File: config.mk
export PLATFORM = sky130hd
export DESIGN_NAME = spi_tx_buffer_8lane
export DESIGN_NICKNAME = d
export VERILOG_FILES = /design/src/rtl/spi_tx_buffer_8lane.sv
export SDC_FILE = /design/constraint.sdc
export NUM_CORES = 1
export LEC_CHECK = 0
export BUFFER_PORTS_ARGS = -buffer_cell sky130_fd_sc_hd__buf_2
export CORE_UTILIZATION = 55
export CTS_CLUSTER_DIAMETER = 120
export DETAILED_ROUTE_END_ITERATION = 12
export PLACE_DENSITY = 0.74
export SLEW_MARGIN = 25
export SYNTH_ARGS = -nofsm -noshare
export SYNTH_HDL_FRONTEND = slang
export SYNTH_SLANG_ARGS = --single-unit
File: constraint.sdc
create_clock -name clk -period 16.6 [get_ports clk]
set_input_delay 0.83 -clock clk [delete_from_list [all_inputs] [get_ports clk]]
set_output_delay 0.83 -clock clk [all_outputs]
set_load 0.005 [all_outputs]
File: src/rtl/spi_tx_buffer_8lane.sv
// Memory-mapped 128-bit transmit buffer driving an 8-lane SPI master (MSB byte first).
// Optional macro SPI_TX_IRQ_EN adds the ie control bit and the level irq_tx output.
`timescale 1ns/1ps
module spi_tx_buffer_8lane #(
  parameter logic [31:0] BASE_ADDR = 32'h3000_0020,
  parameter int unsigned CLK_DIV   = 2
) (
  input  logic        clk,
  input  logic        reset,
  input  logic        mem_valid,
  output logic        mem_ready,
  input  logic [31:0] mem_addr,
  input  logic [31:0] mem_wdata,
  input  logic [3:0]  mem_wstrb,
  output logic [31:0] mem_rdata,
  output logic [7:0]  spi_data,
  output logic        spi_clk,
  output logic        spi_cs_n,
  output logic        spi_active,
  output logic        irq_tx
);

  typedef enum logic [2:0] {IDLE, SETUP, SHIFT_HI, SHIFT_LO, HOLD, DONE} state_t;

  localparam logic [7:0] DIV_RELOAD = 8'(CLK_DIV - 1);

  state_t        state, state_nx;
  logic [7:0]    cnt;
  logic [3:0]    byte_idx;
  logic [127:0]  shift_q;
  logic [31:0]   data_q [4];
  logic          done_q;
  logic          ie;

  logic [31:0]   offset;
  logic [2:0]    word;
  logic          in_win, ack, wr, start, clr_done, ctrl_wr;
  logic          busy, phase_end, advance, in_frame_nx;
  logic [31:0]   rd_val;
  logic          unused_bits;

  assign offset      = mem_addr - BASE_ADDR;
  assign in_win      = (offset[31:5] == '0);
  assign word        = offset[4:2];
  assign unused_bits = ^offset[1:0];

  // Writes land at the end of the ack cycle, so a start shows up as SETUP one cycle after the ack.
  assign ack      = mem_valid & mem_ready;
  assign wr       = ack & in_win & (mem_wstrb != '0);
  assign ctrl_wr  = wr & (word == 3'd4) & mem_wstrb[0];
  assign start    = ctrl_wr & mem_wdata[0] & (state == IDLE);
  assign clr_done = wr & (word == 3'd5) & mem_wstrb[0] & mem_wdata[1];

  assign busy      = (state != IDLE);
  assign phase_end = (cnt == '0);

  always_ff @(posedge clk or posedge reset) begin
    if (reset) state <= IDLE;
    else       state <= state_nx;
  end

  always_comb begin
    state_nx = state;
    advance  = 1'b0;
    case (state)
      IDLE:     if (start) state_nx = SETUP;
      SETUP:    if (phase_end) state_nx = SHIFT_HI;
      SHIFT_HI: if (phase_end) begin
                  if (byte_idx == 4'd15) state_nx = HOLD;
                  else begin
                    state_nx = SHIFT_LO;
                    advance  = 1'b1;
                  end
                end
      SHIFT_LO: if (phase_end) state_nx = SHIFT_HI;
      HOLD:     if (phase_end) state_nx = DONE;
      DONE:     state_nx = IDLE;
      default:  state_nx = IDLE;
    endcase
  end

  assign in_frame_nx = (state_nx == SETUP) || (state_nx == SHIFT_HI) ||
                       (state_nx == SHIFT_LO) || (state_nx == HOLD);

  always_ff @(posedge clk or posedge reset) begin
    if (reset) begin
      cnt        <= '0;
      byte_idx   <= '0;
      shift_q    <= '0;
      spi_data   <= '0;
      spi_clk    <= 1'b0;
      spi_cs_n   <= 1'b1;
      spi_active <= 1'b0;
      done_q     <= 1'b0;
      for (int unsigned i = 0; i < 4; i++) data_q[i] <= '0;
    end else begin
      if (state_nx != state)   cnt <= DIV_RELOAD;
      else if (cnt != '0)      cnt <= cnt - 8'd1;

      if (start) begin
        shift_q  <= {data_q[0], data_q[1], data_q[2], data_q[3]};
        spi_data <= data_q[0][31:24];
        byte_idx <= '0;
      end else if (advance) begin
        shift_q  <= {shift_q[119:0], 8'h00};
        spi_data <= shift_q[119:112];
        byte_idx <= byte_idx + 4'd1;
      end

      spi_clk    <= (state_nx == SHIFT_HI);
      spi_cs_n   <= ~in_frame_nx;
      spi_active <= in_frame_nx;

      // Setting on DONE entry has priority over a coincident software clear.
      if ((state_nx == DONE) && (state != DONE)) done_q <= 1'b1;
      else if (start || clr_done)                done_q <= 1'b0;

      if (wr && (word < 3'd4)) begin
        for (int unsigned b = 0; b < 4; b++)
          if (mem_wstrb[b]) data_q[word[1:0]][8*b +: 8] <= mem_wdata[8*b +: 8];
      end
    end
  end

`ifdef SPI_TX_IRQ_EN
  always_ff @(posedge clk or posedge reset) begin
    if (reset)        ie <= 1'b0;
    else if (ctrl_wr) ie <= mem_wdata[1];
  end
  assign irq_tx = done_q & ie;
`else
  assign ie     = 1'b0;
  assign irq_tx = 1'b0;
`endif

  always_comb begin
    rd_val = '0;
    if (in_win) begin
      case (word)
        3'd0, 3'd1, 3'd2, 3'd3: rd_val = data_q[word[1:0]];
        3'd4:    rd_val = {30'b0, ie, 1'b0};
        3'd5:    rd_val = {30'b0, done_q, busy};
        default: rd_val = '0;
      endcase
    end
  end

  always_ff @(posedge clk or posedge reset) begin
    if (reset) begin
      mem_ready <= 1'b0;
      mem_rdata <= '0;
    end else begin
      mem_ready <= mem_valid & ~mem_ready;
      if (mem_valid && !mem_ready) mem_rdata <= rd_val;
    end
  end

endmodule

==> flow_summary.yaml <==
status:
  status: "finished, final reports clean"
detailed_routing:
  drt-wirelength-per-cell_um: 23.8
  dr.pass1.iters: 6
  drtAntennaViolNets: 0
  drc: 0
  drt_iter0_markers: 799
  viasPerCell: 6.54
  wl_um: 37400
  vias: 10300
finish:
  multi_input_area_sq_um: 6320
  drive_gt1_share_pct: 29.6
  diodes: 0
  fin_area_sq_um: 16200
  fin_nets: 1297
  regArea_sq_um: 7710
  nFillCells: 1967
  fin_cells: 1573
  area_growth_syn_to_layout_pct: 12.1
clocking:
  clkLatencyLatePin_ns: 0.56
  numCtsBuffers: 31
  clk_pin_slew_worst_paths_ns: 0.06
  cts_setup_buffers: 0
  clock-sinks: 308
  cts_root_buf: "clkbuf_16"
  ctsHoldBuffers: 0
  h-tree-depth: 1
  clk_path_buf_depth: 3
  post_cts_resized: 0
  cts_tree: "done"
sta:
  worst_pin_slew_ns: 1.07
  slew_headroom_pct: 28.7
  fin_tns_setup_ns: 0
  fin_crit_ns: 4.53
  skew_ns: 0.0125
  worst_slack_ns: 12.07
  setup_viol: 0
  drv_slew: 0
  hold_viol: 0
  fmaxAchievable_mhz: 221
  rsz0062_at_grt: "false"
  finalCritPeriodShare_pct: 27.3
synth:
  synthAdderAreaFrac_pct: 0.260
  synthCells: 1153
  synth-seq-cells: 308
  synth-edff-count: 0
  synth_ff_type: "dfrtp_1"
  syn_area_sq_um: 14400
  synth.mux.area_fraction_pct: 23.7
  synth-simple-area-share_pct: 11.1
  synth_top_family_by_area: "multiplexers"
  yosysSeqAreaShare_pct: 53.4
  synth_warnings: 0
  synth_nets: 1227
  synthArstFlopShare_pct: 100
  avgSynthCellArea_sq_um: 12.5
  synth_xor_area_share_pct: 0.485
  synth-compound-area-share_pct: 7.88
  yosysUniqueCellTypes: 52
placement:
  place_hpwl_um: 24800
  dpl_cell_area_sq_um: 15200
  port_buffers: 112
  dpl_worst_slack_ns: 11.57
  gp_congestion: 0.822
  dp_cells: 1520
power:
  peakVddDrop_mv: 0.102
  powerDensity_nw_per_um2: 91.3
  leakage_nw: 6.68
die:
  ios: 116
  rows: 58
  dieArea_sq_um: 26900
  start_util_pct: 56.7
  die_h_um: 164
  core_sq_um: 25500
  die_w_um: 164
critical_path:
  r2r_end: "shift_q[48]"
  worst_setup_path_start_kind: "register"
  startpoint: "cnt[2]"
  worst-r2r-setup-slack_ns: 12.07
  rr_worst_depth: 7
  worst-endpoint-required_ns: 17.00
  arrival_ns: 4.93
  critPathMaxFanout: 66
  worstSetupPathType: "reg -> reg"
  reg2reg_from: "cnt[2]"
  worst_setup_path_end_kind: "register"
global_route:
  grt_antenna_before_repair: 0
  grt_pass1_wl_um: 58300
  gr-total-overflow: 0
  grt_pass1_vias: 10300
  grt_max_degree: 87
  grtUsageTotal_pct: 28.6
min_path:
  hold_class: "in -> async"
flow_run:
  cap_violations: 0
## cells in the mapped netlist, types with 13 or more instances
master,count,area [sq um]
mux2_2,132,1490
a22o_1,31,272
mux2i_1,114,1140
a21oi_1,119,596
buf_2,26,130
nor3_1,16,80.1
nand3_1,15,75.1
o21ai_0,14,70.1
nor4_1,121,757
nor2_1,23,86.3
dfrtp_1,307,7680
nand2_1,17,63.8
mux4_2,32,721
inv_1,13,48.8
clkbuf_1,59,221
## layout by cell type, fill, tap and decap left out, types with 3 or more instances in the layout
| cell | count |
|---|---|
| or4b_2 | 3 |
| xnor2_1 | 5 |
| dfrtp_1 | 307 |
| clkbuf_16 | 31 |
| mux2_4 | 5 |
| ha_1 | 3 |
| nand2_1 | 17 |
| nor2b_1 | 11 |
| o21ai_0 | 14 |
| inv_1 | 12 |
| clkbuf_1 | 8 |
| clkbuf_8 | 9 |
| nand2b_1 | 8 |
| mux4_2 | 32 |
| nand3_1 | 15 |
| or4_1 | 4 |
| a32oi_1 | 9 |
| nor2_1 | 23 |
| or4_4 | 3 |
| nor4b_1 | 5 |
| buf_4 | 15 |
| xor2_1 | 3 |
| and3_1 | 3 |
| a21oi_1 | 119 |
| buf_2 | 112 |
| mux2_2 | 132 |
| mux2i_1 | 114 |
| nor3_4 | 7 |
| a22o_1 | 31 |
| nor3_1 | 15 |
| nor4_1 | 119 |
| nand4_1 | 10 |
## where the power goes
part	total, mW	switching [mW]	internal, mW
Sequential	0.751	0.000248	0.751
Clock	0.674	0.278	0.396
Combinational	0.0514	0.0384	0.0129
Total	1.48	0.317	1.16
## state kept, by name, indices dropped and copies added, names as in the netlist
name and count:
shift_q 120, data_q 128, done_q 1, spi_data 8, state 3, cnt 8
spi_active 1, byte_idx 4, mem_ready 1, spi_clk 1, spi_cs_n 1, mem_rdata 32
## how the worst max path moves through the flow
| stage | endpoint | cells past startpoint |
|---|---|---|
| global route | shift_q[91] | 7 |
| CTS | shift_q[33] | 7 |
| global placement | shift_q[29] | 8 |
| finish | shift_q[48] | 7 |
| floorplan | byte_idx[0] | 1 |
| detailed placement | shift_q[82] | 8 |
## stage by stage
stage / utilization [%] / hold slack (ns) / total power, mW
2_1_floorplan: - / 0.450 / 0.793
3_3_place_gp: 59.6 / 0.468 / 0.816
3_5_place_dp: 59.6 / 0.466 / 0.816
4_1_cts: 63.5 / 0.363 / 1.49
5_1_grt: 63.5 / 0.394 / 1.53
6_report: 63.5 / 0.344 / 1.48
## layout make-up
class / count / area share [%]
well taps: 330 / 2.55
flip-flops and latches: 308 / 47.6
inverters: 13 / 0.348
clock buffers: 48 / 5.74
multi-input cells: 740 / 39.1
repair buffers: 129 / 4.30
clock inverters: 5 / 0.348
## logic make-up after synthesis
logic type,after synthesis
XOR/XNOR,8
buffers and inverters,105
flip-flops,308
other,1
AO/OA/AOI/OAI,187
multiplexers,283
adder cells (fa/ha/maj),3
AND/OR/NAND/NOR,258
## critical path, stage by stage, from the launching register on
cell	delay (ns)
dfrtp_1	0.41
or4_1	0.58
or4b_2	0.84
nor4_4	0.31
buf_4	0.76
buf_4	0.97
mux2i_1	0.30
a21oi_1	0.09
## routing by layer
metal | vias up | global-route usage, % | wire length (um)
li1 | 4554 | - | -
met1 | 5312 | 38.8 | 15700
met2 | 367 | 46.9 | 18300
met3 | 62 | 4.95 | 2380
met4 | 0 | 9.47 | 1030
met5 | - | 0 | 0
No activity file was read; power rests on OpenSTA's default activity.
